$ cat src/rtl/scan_wr_packer.sv
// rtl/scan_wr_packer.sv - packs reader samples into words and issues fixed-length SDRAM write bursts
// Word FIFO with show-ahead head, frame address generator and IDLE/REQ/BURST handshake FSM.
module scan_wr_packer #(
  parameter int IN_W       = 8,
  parameter int OUT_W      = 16,
  parameter int PACK_MODE  = 0,
  parameter int FIFO_DEPTH = 64,
  parameter int BURST_LEN  = 32,
  parameter int MAX_ADDR   = 1843200
) (
  input  logic                          CLK,
  input  logic                          RESET_N,
  input  logic [IN_W-1:0]               IN_DATA,
  input  logic                          IN_VALID,
  output logic                          IN_READY,
  input  logic [23:0]                   BASE_ADDR,
  input  logic                          FRAME_START,
  output logic                          WR_REQ,
  output logic [23:0]                   WR_ADDR,
  input  logic                          WR_ACK,
  input  logic                          WR_POP,
  output logic [OUT_W-1:0]              WR_DATA,
  output logic [$clog2(FIFO_DEPTH):0]   LEVEL,
  output logic                          ERR
);

  localparam int AW    = $clog2(FIFO_DEPTH);
  localparam int LANES = OUT_W / IN_W;
  localparam int LW    = (LANES > 1) ? $clog2(LANES) : 1;
  localparam int CW    = $clog2(BURST_LEN) + 1;

  localparam logic [AW:0]   LVL_FULL  = (AW+1)'(FIFO_DEPTH);
  localparam logic [AW:0]   LVL_BURST = (AW+1)'(BURST_LEN);
  localparam logic [CW-1:0] CNT_LAST  = CW'(BURST_LEN - 1);
  localparam logic [LW-1:0] LANE_LAST = LW'(LANES - 1);

  localparam logic [1:0] ST_IDLE  = 2'd0;
  localparam logic [1:0] ST_REQ   = 2'd1;
  localparam logic [1:0] ST_BURST = 2'd2;

  logic [1:0]       state_q, state_d;
  logic [23:0]      addr_q, addr_d;
  logic [23:0]      pend_base_q, pend_base_d;
  logic             restart_q, restart_d;
  logic [CW-1:0]    cnt_q, cnt_d;
  logic             err_q, err_d;
  logic             live_q, live_d;
  logic [LW-1:0]    lane_q, lane_d;
  logic [OUT_W-1:0] pack_q, pack_d;
  logic [AW:0]      level_q, level_d;
  logic [AW-1:0]    wr_ptr_q, wr_ptr_d;
  logic [AW-1:0]    rd_ptr_q, rd_ptr_d;
  logic [OUT_W-1:0] mem_q [FIFO_DEPTH];

  logic             full, empty, in_ready, xfer;
  logic             pop_ok, burst_done, restart_now, apply_restart, discard_pack;
  logic             push;
  logic [OUT_W-1:0] push_word;
  logic [OUT_W-1:0] word;
  logic [LW-1:0]    cur_lane;
  logic [31:0]      adv;

  assign full          = (level_q == LVL_FULL);
  assign empty         = (level_q == '0);
  assign in_ready      = live_q & ~full;
  assign xfer          = IN_VALID & in_ready;
  assign pop_ok        = WR_POP & (state_q == ST_BURST) & ~empty;
  assign burst_done    = pop_ok & (cnt_q == CNT_LAST);
  assign restart_now   = FRAME_START & (state_q != ST_BURST);
  // A restart requested during a burst takes effect on its final pop.
  assign apply_restart = burst_done & (restart_q | FRAME_START);
  assign discard_pack  = restart_now | apply_restart;
  assign adv           = {8'd0, addr_q} + 32'(BURST_LEN);

  always_comb begin
    push      = 1'b0;
    push_word = '0;
    lane_d    = lane_q;
    pack_d    = pack_q;
    word      = discard_pack ? '0 : pack_q;
    cur_lane  = discard_pack ? '0 : lane_q;
    if (discard_pack) begin
      lane_d = '0;
      pack_d = '0;
    end
    if (xfer) begin
      if (PACK_MODE == 0) begin
        push      = 1'b1;
        push_word = OUT_W'(IN_DATA);
      end else begin
        // A sample arriving with a restart becomes lane 0 of the new frame.
        for (int i = 0; i < LANES; i++) begin
          if (cur_lane == LW'(i)) word[i*IN_W +: IN_W] = IN_DATA;
        end
        if (cur_lane == LANE_LAST) begin
          push      = 1'b1;
          push_word = word;
          lane_d    = '0;
          pack_d    = '0;
        end else begin
          lane_d = cur_lane + LW'(1);
          pack_d = word;
        end
      end
    end
  end

  always_comb begin
    wr_ptr_d = wr_ptr_q + AW'(push);
    rd_ptr_d = rd_ptr_q + AW'(pop_ok);
    level_d  = level_q;
    if (push && !pop_ok) level_d = level_q + (AW+1)'(1);
    if (!push && pop_ok) level_d = level_q - (AW+1)'(1);
  end

  always_comb begin
    state_d     = state_q;
    addr_d      = addr_q;
    pend_base_d = pend_base_q;
    restart_d   = restart_q;
    cnt_d       = cnt_q;
    live_d      = 1'b1;
    err_d       = err_q | (WR_POP & ~pop_ok);
    case (state_q)
      ST_IDLE: begin
        if (FRAME_START) addr_d = BASE_ADDR;
        else if (level_q >= LVL_BURST) state_d = ST_REQ;
      end
      ST_REQ: begin
        if (FRAME_START) begin
          addr_d  = BASE_ADDR;
          state_d = ST_IDLE;
        end else if (WR_ACK) begin
          state_d = ST_BURST;
        end
      end
      ST_BURST: begin
        if (FRAME_START) begin
          restart_d   = 1'b1;
          pend_base_d = BASE_ADDR;
        end
        if (pop_ok) cnt_d = cnt_q + CW'(1);
        if (burst_done) begin
          state_d   = ST_IDLE;
          cnt_d     = '0;
          restart_d = 1'b0;
          if (apply_restart) addr_d = FRAME_START ? BASE_ADDR : pend_base_q;
          else if (adv + 32'(BURST_LEN) > 32'(MAX_ADDR)) addr_d = BASE_ADDR;
          else addr_d = adv[23:0];
        end
      end
      default: state_d = ST_IDLE;
    endcase
  end

  always_ff @(posedge CLK or negedge RESET_N) begin
    if (!RESET_N) begin
      state_q     <= ST_IDLE;
      addr_q      <= '0;
      pend_base_q <= '0;
      restart_q   <= 1'b0;
      cnt_q       <= '0;
      err_q       <= 1'b0;
      live_q      <= 1'b0;
      lane_q      <= '0;
      pack_q      <= '0;
      level_q     <= '0;
      wr_ptr_q    <= '0;
      rd_ptr_q    <= '0;
    end else begin
      state_q     <= state_d;
      addr_q      <= addr_d;
      pend_base_q <= pend_base_d;
      restart_q   <= restart_d;
      cnt_q       <= cnt_d;
      err_q       <= err_d;
      live_q      <= live_d;
      lane_q      <= lane_d;
      pack_q      <= pack_d;
      level_q     <= level_d;
      wr_ptr_q    <= wr_ptr_d;
      rd_ptr_q    <= rd_ptr_d;
    end
  end

  always_ff @(posedge CLK) begin
    if (push) mem_q[wr_ptr_q] <= push_word;
  end

  assign IN_READY = in_ready;
  assign WR_REQ   = (state_q == ST_REQ);
  assign WR_ADDR  = addr_q;
  assign WR_DATA  = empty ? '0 : mem_q[rd_ptr_q];
  assign LEVEL    = level_q;
  assign ERR      = err_q;

endmodule

$ cat config.mk
export PLATFORM = sky130hd
export DESIGN_NAME = scan_wr_packer
export DESIGN_NICKNAME = d
export VERILOG_FILES = /design/src/rtl/scan_wr_packer.sv
export SDC_FILE = /design/constraint.sdc
export NUM_CORES = 1
export LEC_CHECK = 0
export CAP_MARGIN = 20
export CORE_ASPECT_RATIO = 0.9
export CORE_UTILIZATION = 50
export DETAILED_ROUTE_END_ITERATION = 10
export GPL_ROUTABILITY_DRIVEN = 0
export PLACE_DENSITY = 0.7
export SETUP_SLACK_MARGIN = 0.5
export SYNTH_ARGS = -nofsm -noshare
export SYNTH_HDL_FRONTEND = slang
export SYNTH_SLANG_ARGS = --single-unit
$ cat constraint.sdc
create_clock -name CLK -period 4.85 [get_ports CLK]
set_input_delay 0.97 -clock CLK [delete_from_list [all_inputs] [get_ports CLK]]
set_output_delay 0.97 -clock CLK [all_outputs]
set_load 0.01 [all_outputs]
==> impl_metrics.py, run 1 <==
metrics = {
    "final_layout": {
        "multi_input_comb_area_sq_um": 7070,
        "fill_cells": 3459,
        "antenna_cells": 0,
        "fin_area_sq_um": 28800,
        "ff_latch_area_sq_um": 17300,
        "final_util_pct": 59.7,
        "drive_gt1_share_pct": 26.6,
        "syn2layout_area_growth_pct": 16.7,
        "fin_nets": 1515,
    },
    "floorplan": {
        "die_height_um": 213,
        "dieArea_sq_um": 50300,
        "io_pins": 88,
        "start_util_pct": 51.2,
        "core_area_sq_um": 48300,
        "rows": 76,
        "die_w_um": 236,
    },
    "synth": {
        "synth_top_area_share_pct": 62.2,
        "synth_seq_area_share_pct": 70.1,
        "netlist_area_sq_um": 24700,
        "synthTopCellsByArea": "edfxtp_1 62%, mux4_2 15%, dfrtp_1 7.9%",
        "synth_edf_count": 512,
        "synth_ff_type": "edfxtp_1",
        "syn_inst": 1335,
        "ys_ff_latch": 590,
        "synthArstFlopShare_pct": 13.2,
        "avgSynthCellArea_sq_um": 18.5,
        "yosysWarnings": 0,
        "synth_area_leader_cell": "edfxtp_1",
        "yosysUniqueCellTypes": 69,
    },
    "clock_network": {
        "numCtsBuffers": 56,
        "cts_max_path_buffers": 3,
        "cts.sinks": 590,
        "clk_latency_ps": 610,
        "hold_buffers": 0,
        "cts_tree": "built",
        "clk_pin_slew_ps": 70,
        "cts_root_buf": "clkbuf_16",
        "h-tree-depth": 2,
    },
    "drt": {
        "ant_nets": 0,
        "routedWlPerCell_um": 26.8,
        "drt_first_pass_iters": 5,
        "wl_um": 57300,
        "drt_first_iter_violations": 1331,
        "via_count": 13300,
        "drc": 0,
        "vias_per_cell": 6.22,
    },
    "global_route": {
        "grt_pass1_vias": 13100,
        "grt_max_degree": 65,
        "grt_remaining_overflow": 0,
        "antenna_found_initial": 0,
        "grt_pass1_wl_um": 86000,
        "grtUsageTotal_pct": 23.3,
    },
    "run_status": {
        "status": "completed",
    },
    "critical_path": {
        "endpoint_kind": "primary output",
        "crit_type": "flip-flop to primary output",
        "worstPathMaxFanout": 5,
        "arrival_ps": 3390,
        "critPathSlowestCell": "mux4_2",
        "critPathTopFamily": "multiplexers",
        "path_cells": "buf_12, buf_16, buf_12, mux4_2, mux4_2, mux4_2, nor2b_1, buf_2",
        "worstSetupStartpointType": "flip-flop",
        "worst-path-buf-inv": 4,
        "slowest_delay_ps": 580,
        "cp_common_cell": "mux4_2",
        "crit_required_ps": 3880,
    },
    "sta": {
        "timing.fmax_mhz": 229,
        "tightest_slew_ps": 981,
        "finalCriticalPeriod_ps": 4360,
        "skew_ps": 18.6,
        "rsz0062_at_grt": "true",
        "max_slew_margin_pct": 34.4,
        "final.setup.tns_ps": 0,
        "post-route-period-util_pct": 89.9,
        "maxSlewViolCount": 0,
        "setup_viol": 0,
        "hold_viol": 0,
        "hold_ws_ps": 394,
    },
    "power": {
        "ir_drop_mv": 0.317,
        "p_total_w": 0.0161,
        "p_leak_nw": 9.73,
        "power_density_nw_per_um2": 559,
    },
    "worst_hold_path": {
        "hold_class": "primary input to async pin",
    },
    "run": {
        "cap_violations": 0,
    },
    "placed_design": {
        "dpl_cell_area_sq_um": 26300,
        "hpwl_um": 34900,
        "io_buffers": 79,
    },
}
[power by group]
| part | internal (W) | switching (W) |
|---|---|---|
| Clock | 0.00237 | 0.00189 |
| Sequential | 0.00589 | 0.000473 |
| Combinational | 0.00292 | 0.00257 |
[cell usage after synthesis, types with 7 or more instances]
cell	n
edfxtp_1	512
mux4_2	168
nor2_1	97
dfrtp_1	78
clkbuf_1	43
nand2_1	35
mux2_2	29
and3_1	28
a21oi_1	27
buf_1	25
xnor2_1	25
o21ai_0	24
inv_1	17
nand3_1	16
nor2b_1	15
o21ai_1	14
ha_1	13
mux2_4	13
nor3_1	13
xor2_1	9
buf_4	8
nand4_1	8
nor4_1	8
nand2b_1	7
[routing by layer]
metal	part of all wire (%)	GRT usage [%]
met1	43	34.4
met2	47	35.6
met3	7.8	4.65
met4	2.1	6.18
met5	0	0
[worst register-to-register path: cells and delay by family, from the launching register on]
kind            cells  cell delay (ps)
fa+ha+maj           1              440
mux                 2              690
simple gates        4             1480
flops               1              570
compound gates      3              850
[cells in the final DEF (no fill, tap or decap), types with 9 or more instances in the layout]
master / n
edfxtp_1: 512
mux4_2: 168
nor2_1: 97
dfrtp_1: 75
clkdlybuf4s50_1: 70
clkbuf_16: 59
nand2_1: 35
mux2_2: 29
a21oi_1: 27
buf_4: 27
xnor2_1: 25
o21ai_0: 24
and3_1: 20
buf_12: 20
inv_1: 17
nand3_1: 16
clkinv_2: 16
o21ai_1: 14
mux2_4: 13
ha_1: 13
nor3_1: 12
clkbuf_1: 12
buf_16: 12
clkinv_1: 11
nor2b_1: 10
xor2_1: 9
conb_1: 9
[path summary, 6_finish.rpt]
| kind | start | end | slack, ps | cells after the start |
|---|---|---|---|---|
| setup / recovery | rd_ptr_q[0]$_DFF_PN0_ | WR_DATA[2] | 490 | 8 |
| hold / removal | RESET_N | WR_ADDR[6]$_DFFE_PN0P_ | 390 | 1 |
| setup reg to reg | WR_ADDR[5]$_DFFE_PN0P_ | WR_ADDR[3]$_DFFE_PN0P_ | 690 | 10 |
| hold reg to reg | ERR$_DFF_PN0_ | ERR$_DFF_PN0_ | 480 | 1 |
| max in group asynchronous | RESET_N | rd_ptr_q[1]$_DFF_PN0_ | 3490 | 2 |
| min in group CLK | ERR$_DFF_PN0_ | ERR$_DFF_PN0_ | 480 | 1 |
[registers in the layout (all words and copies together) (netlist names), 2 cells and up]
| signal | count |
|---|---|
| pend_base_q | 24 |
| LEVEL | 7 |
| mem_q | 512 |
| state_q | 2 |
| WR_ADDR | 24 |
| wr_ptr_q | 6 |
| rd_ptr_q | 6 |
| cnt_q | 6 |
[final cells by class]
class,instances,share of cell area [%]
Timing Repair Buffer,145,6.36
Multi-Input combinational cell,653,24.5
Tap cell,624,2.71
Inverter,17,0.221
Clock buffer,70,5.11
Clock inverter,35,0.980
Sequential cell,590,60.1
[through the flow]
stage          setup WS (ps)  cells
4_1_cts                  448   2122
3_5_place_dp             676   1993
5_1_grt                  411   2134
6_report                 490   2134
2_1_floorplan            849   1342
3_3_place_gp             692   1993
[kinds of logic after synthesis]
family	share of synthesized area [%]
other	0.0304
buffers and inverters	1.68
and+or+nand+nor	5.26
AOI/OAI and AO/OA	3.24
DFF	70.1
adders and majority gates	0.739
xor gates and xnor gates	1.20
muxes	17.8
[what timing repair did]
action	4_1_cts	5_1_grt
cloned	7	3
setup endpoints to repair	8	26
gates resized for setup	62	9
setup buffers	17	3
pin swaps	0	0
Power figures use the tool's default switching activity.
==> run 2, diff against run 1 <==
- ABC_CLOCK_PERIOD_IN_PS: not set -> 4850
- PLACE_DENSITY: 0.7 -> 0.69
- SKIP_LAST_GASP: not set -> 1
==> impl_metrics.py, run 2 (same netlist as run 1, synthesis figures left out) <==
metrics = {
    "floorplan": {
        "rows": 76,
        "dieArea_sq_um": 50300,
        "core_area_sq_um": 48300,
        "start_util_pct": 51.2,
        "io_pins": 88,
        "die_w_um": 236,
        "die_height_um": 213,
    },
    "drt": {
        "wl_um": 57700,
        "via_count": 13300,
        "ant_nets": 0,
        "drc": 0,
        "drt_first_iter_violations": 1410,
        "drt_first_pass_iters": 5,
        "vias_per_cell": 6.20,
        "routedWlPerCell_um": 27.0,
    },
    "run_status": {
        "status": "completed",
    },
    "final_layout": {
        "antenna_cells": 0,
        "fin_nets": 1520,
        "syn2layout_area_growth_pct": 16.9,
        "drive_gt1_share_pct": 26.8,
        "layout_commonest_cell": "edfxtp_1",
        "final_cell_mix": "512 x edfxtp_1, 168 x mux4_2, 97 x nor2_1",
        "largest_reg_flops": 512,
        "largest_register": "mem_q",
    },
    "clock_network": {
        "clk_latency_ps": 610,
        "cts_root_buf": "clkbuf_16",
        "cts_max_path_buffers": 3,
        "cts.sinks": 590,
        "h-tree-depth": 2,
        "clk_pin_slew_ps": 60,
        "cts_tree": "built",
        "numCtsBuffers": 58,
    },
    "worst_hold_path": {
        "hold_class": "primary input to async pin",
    },
    "sta": {
        "finalCriticalPeriod_ps": 4360,
        "post-route-period-util_pct": 89.9,
        "max_slew_margin_pct": 32.8,
        "final.setup.tns_ps": 0,
        "skew_ps": 11.8,
        "tightest_slew_ps": 1000,
        "rsz0062_at_grt": "true",
        "timing.fmax_mhz": 229,
        "setup_viol": 0,
        "hold_viol": 0,
        "maxSlewViolCount": 0,
    },
    "global_route": {
        "grt_pass1_vias": 13300,
        "antenna_found_initial": 2,
        "grtUsageTotal_pct": 23.6,
        "grt_max_degree": 65,
        "grt_pass1_wl_um": 86500,
        "grt_remaining_overflow": 0,
    },
    "critical_path": {
        "worstPathMaxFanout": 11,
        "crit_type": "flip-flop to primary output",
        "arrival_ps": 3390,
        "rr_worst_depth": 10,
        "r2r-end": "WR_ADDR[1]$_DFFE_PN0P_",
        "crit_required_ps": 3880,
        "r2r_slack_ps": 680,
        "worstSetupStartpointType": "flip-flop",
        "worstReg2RegStart": "WR_ADDR[5]$_DFFE_PN0P_",
        "endpoint_kind": "primary output",
    },
    "power": {
        "p_leak_nw": 9.76,
        "power_density_nw_per_um2": 561,
        "ir_drop_mv": 0.312,
        "p_total_w": 0.0162,
    },
    "placed_design": {
        "hpwl_um": 35400,
        "io_buffers": 79,
    },
    "run": {
        "cap_violations": 0,
    },
}
-- run 2: cell count changes in the layout (fill, tap and decap cells not counted), sizes merged --
cell	before	now
clkinvlp	1	4
buf	72	77
clkinv	28	16
clkbuf	73	77
bufinv	4	8
-- run 2: stage by stage --
stage / utilization, % / instances / hold WS (ps) / instance area, sq um / setup slack, ps
final: 59.8 / 2138 / 400 / 28900 / 489
after global routing: 59.8 / 2138 / 437 / 28900 / 416
after CTS: 59.5 / 2133 / 389 / 28700 / 443
after detailed placement: 54.7 / 2004 / 466 / 26400 / 597
after global placement: 54.6 / 2002 / 461 / 26400 / 612
after floorplan: - / 1342 / 446 / 24800 / 849
-- run 2: worst max path at each step --
stage | slack [ps] | from | end
3_5_place_dp | 600 | rd_ptr_q[0]$_DFF_PN0_ | WR_DATA[7]
6_report | 490 | rd_ptr_q[0]$_DFF_PN0_ | WR_DATA[5]
2_1_floorplan | 850 | rd_ptr_q[0]$_DFF_PN0_ | WR_DATA[0]
5_1_grt | 420 | rd_ptr_q[0]$_DFF_PN0_ | WR_DATA[0]
3_3_place_gp | 610 | rd_ptr_q[0]$_DFF_PN0_ | WR_DATA[1]
4_1_cts | 440 | rd_ptr_q[0]$_DFF_PN0_ | WR_DATA[0]
-- run 2: what timing repair did --
item | in CTS | in global routing
setup buffers | 14 | 0
gates resized for setup | 52 | 9
endpoints found under the setup margin | 8 | 29
cloned | 9 | 1
hold buffers | 0 | 0
-- run 2: worst max-delay path: stages (launching register included) --
cell and delay (ps):
dfrtp_4 510, buf_4 160, buf_12 130, buf_16 150, mux4_2 450, mux4_2 570, mux4_2 510, nor2b_1 150
buf_2 140
-- run 2: area by class of cell --
| cell class | count | area [sq um] |
|---|---|---|
| Clock buffer | 76 | 1530 |
| Clock inverter | 30 | 375 |
| Fill cell | 3490 | 19400 |
| Inverter | 17 | 63.8 |
| Multi-Input combinational cell | 653 | 7070 |
| Sequential cell | 590 | 17300 |
| Tap cell | 624 | 781 |
| Timing Repair Buffer | 148 | 1740 |
-- run 2: power by group --
group          switching (W)  leakage [nW]  internal, W
registers           0.000459          5.66      0.00589
logic                0.00250          3.18      0.00280
clock network        0.00191         0.920      0.00265
-- run 2: layer usage --
metal  global-route usage [%]  vias up  wire, um
li1                         -     5655         -
met1                     33.7     6944     24700
met2                     36.9      562     27100
met3                     5.25       94      4500
met4                     6.81        0      1450
met5                        0        -         0
==> run 3, diff against run 2 <==
- TNS_END_PERCENT: not set -> 5
==> impl_metrics.py, run 3 (same netlist as run 1, synthesis figures left out) <==
metrics = {
    "critical_path": {
        "cp-endpoint": "WR_DATA[0]",
        "cp-startpoint": "rd_ptr_q[0]$_DFF_PN0_",
        "critPathSlowestCell": "mux4_2",
        "critPathTopFamily": "multiplexers",
        "worst-path-buf-inv": 5,
        "path_depth": 9,
        "path_cells": "buf_6, buf_12, buf_16, buf_12, mux4_2, mux4_2, mux4_2, nor2b_4, buf_6",
        "r2r-end": "WR_ADDR[1]$_DFFE_PN0P_",
        "arrival_ps": 3400,
        "worstPathMaxFanout": 5,
        "worstReg2RegStart": "WR_ADDR[5]$_DFFE_PN0P_",
        "endpoint_kind": "primary output",
        "slowest_delay_ps": 550,
        "cp_common_cell": "mux4_2",
        "rr_worst_depth": 10,
        "crit_required_ps": 3880,
        "crit_type": "flip-flop to primary output",
        "worstSetupStartpointType": "flip-flop",
        "r2r_slack_ps": 670,
    },
    "final_layout": {
        "fill_cells": 3485,
        "antenna_cells": 0,
        "largest_register": "mem_q",
        "fin_area_sq_um": 28900,
        "ff_latch_area_sq_um": 17300,
        "largest_reg_flops": 512,
        "multi_input_comb_area_sq_um": 7080,
        "syn2layout_area_growth_pct": 16.8,
        "final_util_pct": 59.8,
        "fin_nets": 1519,
        "final_cell_mix": "512 x edfxtp_1, 168 x mux4_2, 97 x nor2_1",
        "drive_gt1_share_pct": 26.8,
        "layout_commonest_cell": "edfxtp_1",
    },
    "global_route": {
        "grt_pass1_vias": 13300,
        "grt_remaining_overflow": 0,
        "grt_max_degree": 65,
        "antenna_found_initial": 2,
        "grt_pass1_wl_um": 86500,
        "grtUsageTotal_pct": 23.6,
    },
    "floorplan": {
        "start_util_pct": 51.2,
        "core_area_sq_um": 48300,
        "dieArea_sq_um": 50300,
        "rows": 76,
        "die_w_um": 236,
        "die_height_um": 213,
        "io_pins": 88,
    },
    "run_status": {
        "status": "completed",
    },
    "sta": {
        "maxSlewViolCount": 0,
        "post-route-period-util_pct": 90.0,
        "timing.fmax_mhz": 229,
        "setup_viol": 0,
        "hold_viol": 0,
        "finalCriticalPeriod_ps": 4370,
        "rsz0062_at_grt": "true",
        "final.setup.tns_ps": 0,
        "tightest_slew_ps": 997,
        "skew_ps": 11.3,
        "max_slew_margin_pct": 33.5,
    },
    "drt": {
        "drt_first_iter_violations": 1376,
        "routedWlPerCell_um": 27.0,
        "ant_nets": 0,
        "via_count": 13200,
        "drc": 0,
        "drt_first_pass_iters": 5,
        "vias_per_cell": 6.17,
        "wl_um": 57600,
    },
    "power": {
        "ir_drop_mv": 0.316,
        "power_frac_clock_pct": 28.1,
        "p_leak_nw": 9.76,
        "p_int_w": 0.0114,
        "p_comb_share_pct": 32.9,
        "pwr-share-seq_pct": 39.1,
        "power_density_nw_per_um2": 562,
        "power_switching_w": 0.00488,
        "switching_share_pct": 30.1,
    },
    "clock_network": {
        "cts_root_buf": "clkbuf_16",
        "cts.sinks": 590,
        "cts_tree": "built",
        "clk_latency_ps": 610,
        "hold_buffers": 0,
        "clk_pin_slew_ps": 60,
        "cts_max_path_buffers": 3,
        "numCtsBuffers": 58,
        "h-tree-depth": 2,
    },
    "placed_design": {
        "dpl_cell_area_sq_um": 26400,
        "hpwl_um": 35400,
        "io_buffers": 79,
    },
    "run": {
        "cap_violations": 0,
    },
    "worst_hold_path": {
        "hold_class": "primary input to async pin",
    },
}
-- run 3: cell types whose count changed in the layout (fill, tap and decap cells not counted) --
| cell | change |
|---|---|
| buf_6 | +2 |
| clkbuf_16 | -1 |
| nor2b_1 | -1 |
| nor4_1 | +1 |
| nor4_2 | -1 |
| nor2b_2 | -1 |
| buf_2 | -2 |
| nor2b_4 | +2 |
-- run 3: repair_timing --
action / CTS / global route
gates resized for setup: 48 / 17
cloned: 9 / 0
setup buffers: 14 / 0
endpoints found under the setup margin: 8 / 29
pin swaps: 0 / 0
-- run 3: worst min path at each step --
stage	start	endpoint	cells after the start	slack (ps)
finish	RESET_N	pend_base_q[18]$_DFFE_PN0N_	1	400
CTS	RESET_N	pend_base_q[21]$_DFFE_PN0N_	1	390
global route	RESET_N	pend_base_q[21]$_DFFE_PN0N_	1	440
global placement	ERR$_DFF_PN0_	ERR$_DFF_PN0_	1	460
detailed placement	ERR$_DFF_PN0_	ERR$_DFF_PN0_	1	470
floorplan	cnt_q[4]$_DFFE_PN0P_	cnt_q[4]$_DFFE_PN0P_	1	450
-- run 3: area by class of cell --
type / instances / area share, %
timing repair buffer: 147 / 5.97
inverter: 17 / 0.221
clock buffer: 76 / 5.29
tap: 624 / 2.70
multi-input combinational: 653 / 24.5
sequential: 590 / 60.0
clock inverter: 30 / 1.30
-- run 3: layer usage --
layer  routed length [um]  track usage [%]  vias to the layer above
li1                     -                -                     5650
met1                24700             33.5                     6921
met2                27000             37.0                      520
met3                 4470             5.33                      100
met4                 1490             6.92                        0
met5                    0                0                        -
-- run 3: power by group through the flow --
stage	logic (W)	registers, W	clock network (W)
6_report	0.00533	0.00634	0.00455
5_1_grt	0.00565	0.00640	0.00481
2_1_floorplan	0.00326	0.00623	0
3_5_place_dp	0.00473	0.00647	0
4_1_cts	0.00526	0.00633	0.00461
3_3_place_gp	0.00467	0.00645	0
-- run 3: per-stage QoR --
stage	hold slack [ps]	setup WS, ps	power (W)	instances
final	401	485	0.0162	2137
after global routing	437	415	0.0169	2137
after CTS	389	424	0.0162	2133
after detailed placement	466	597	0.0112	2004
after global placement	461	612	0.0111	2002
after floorplan	446	849	0.00948	1342
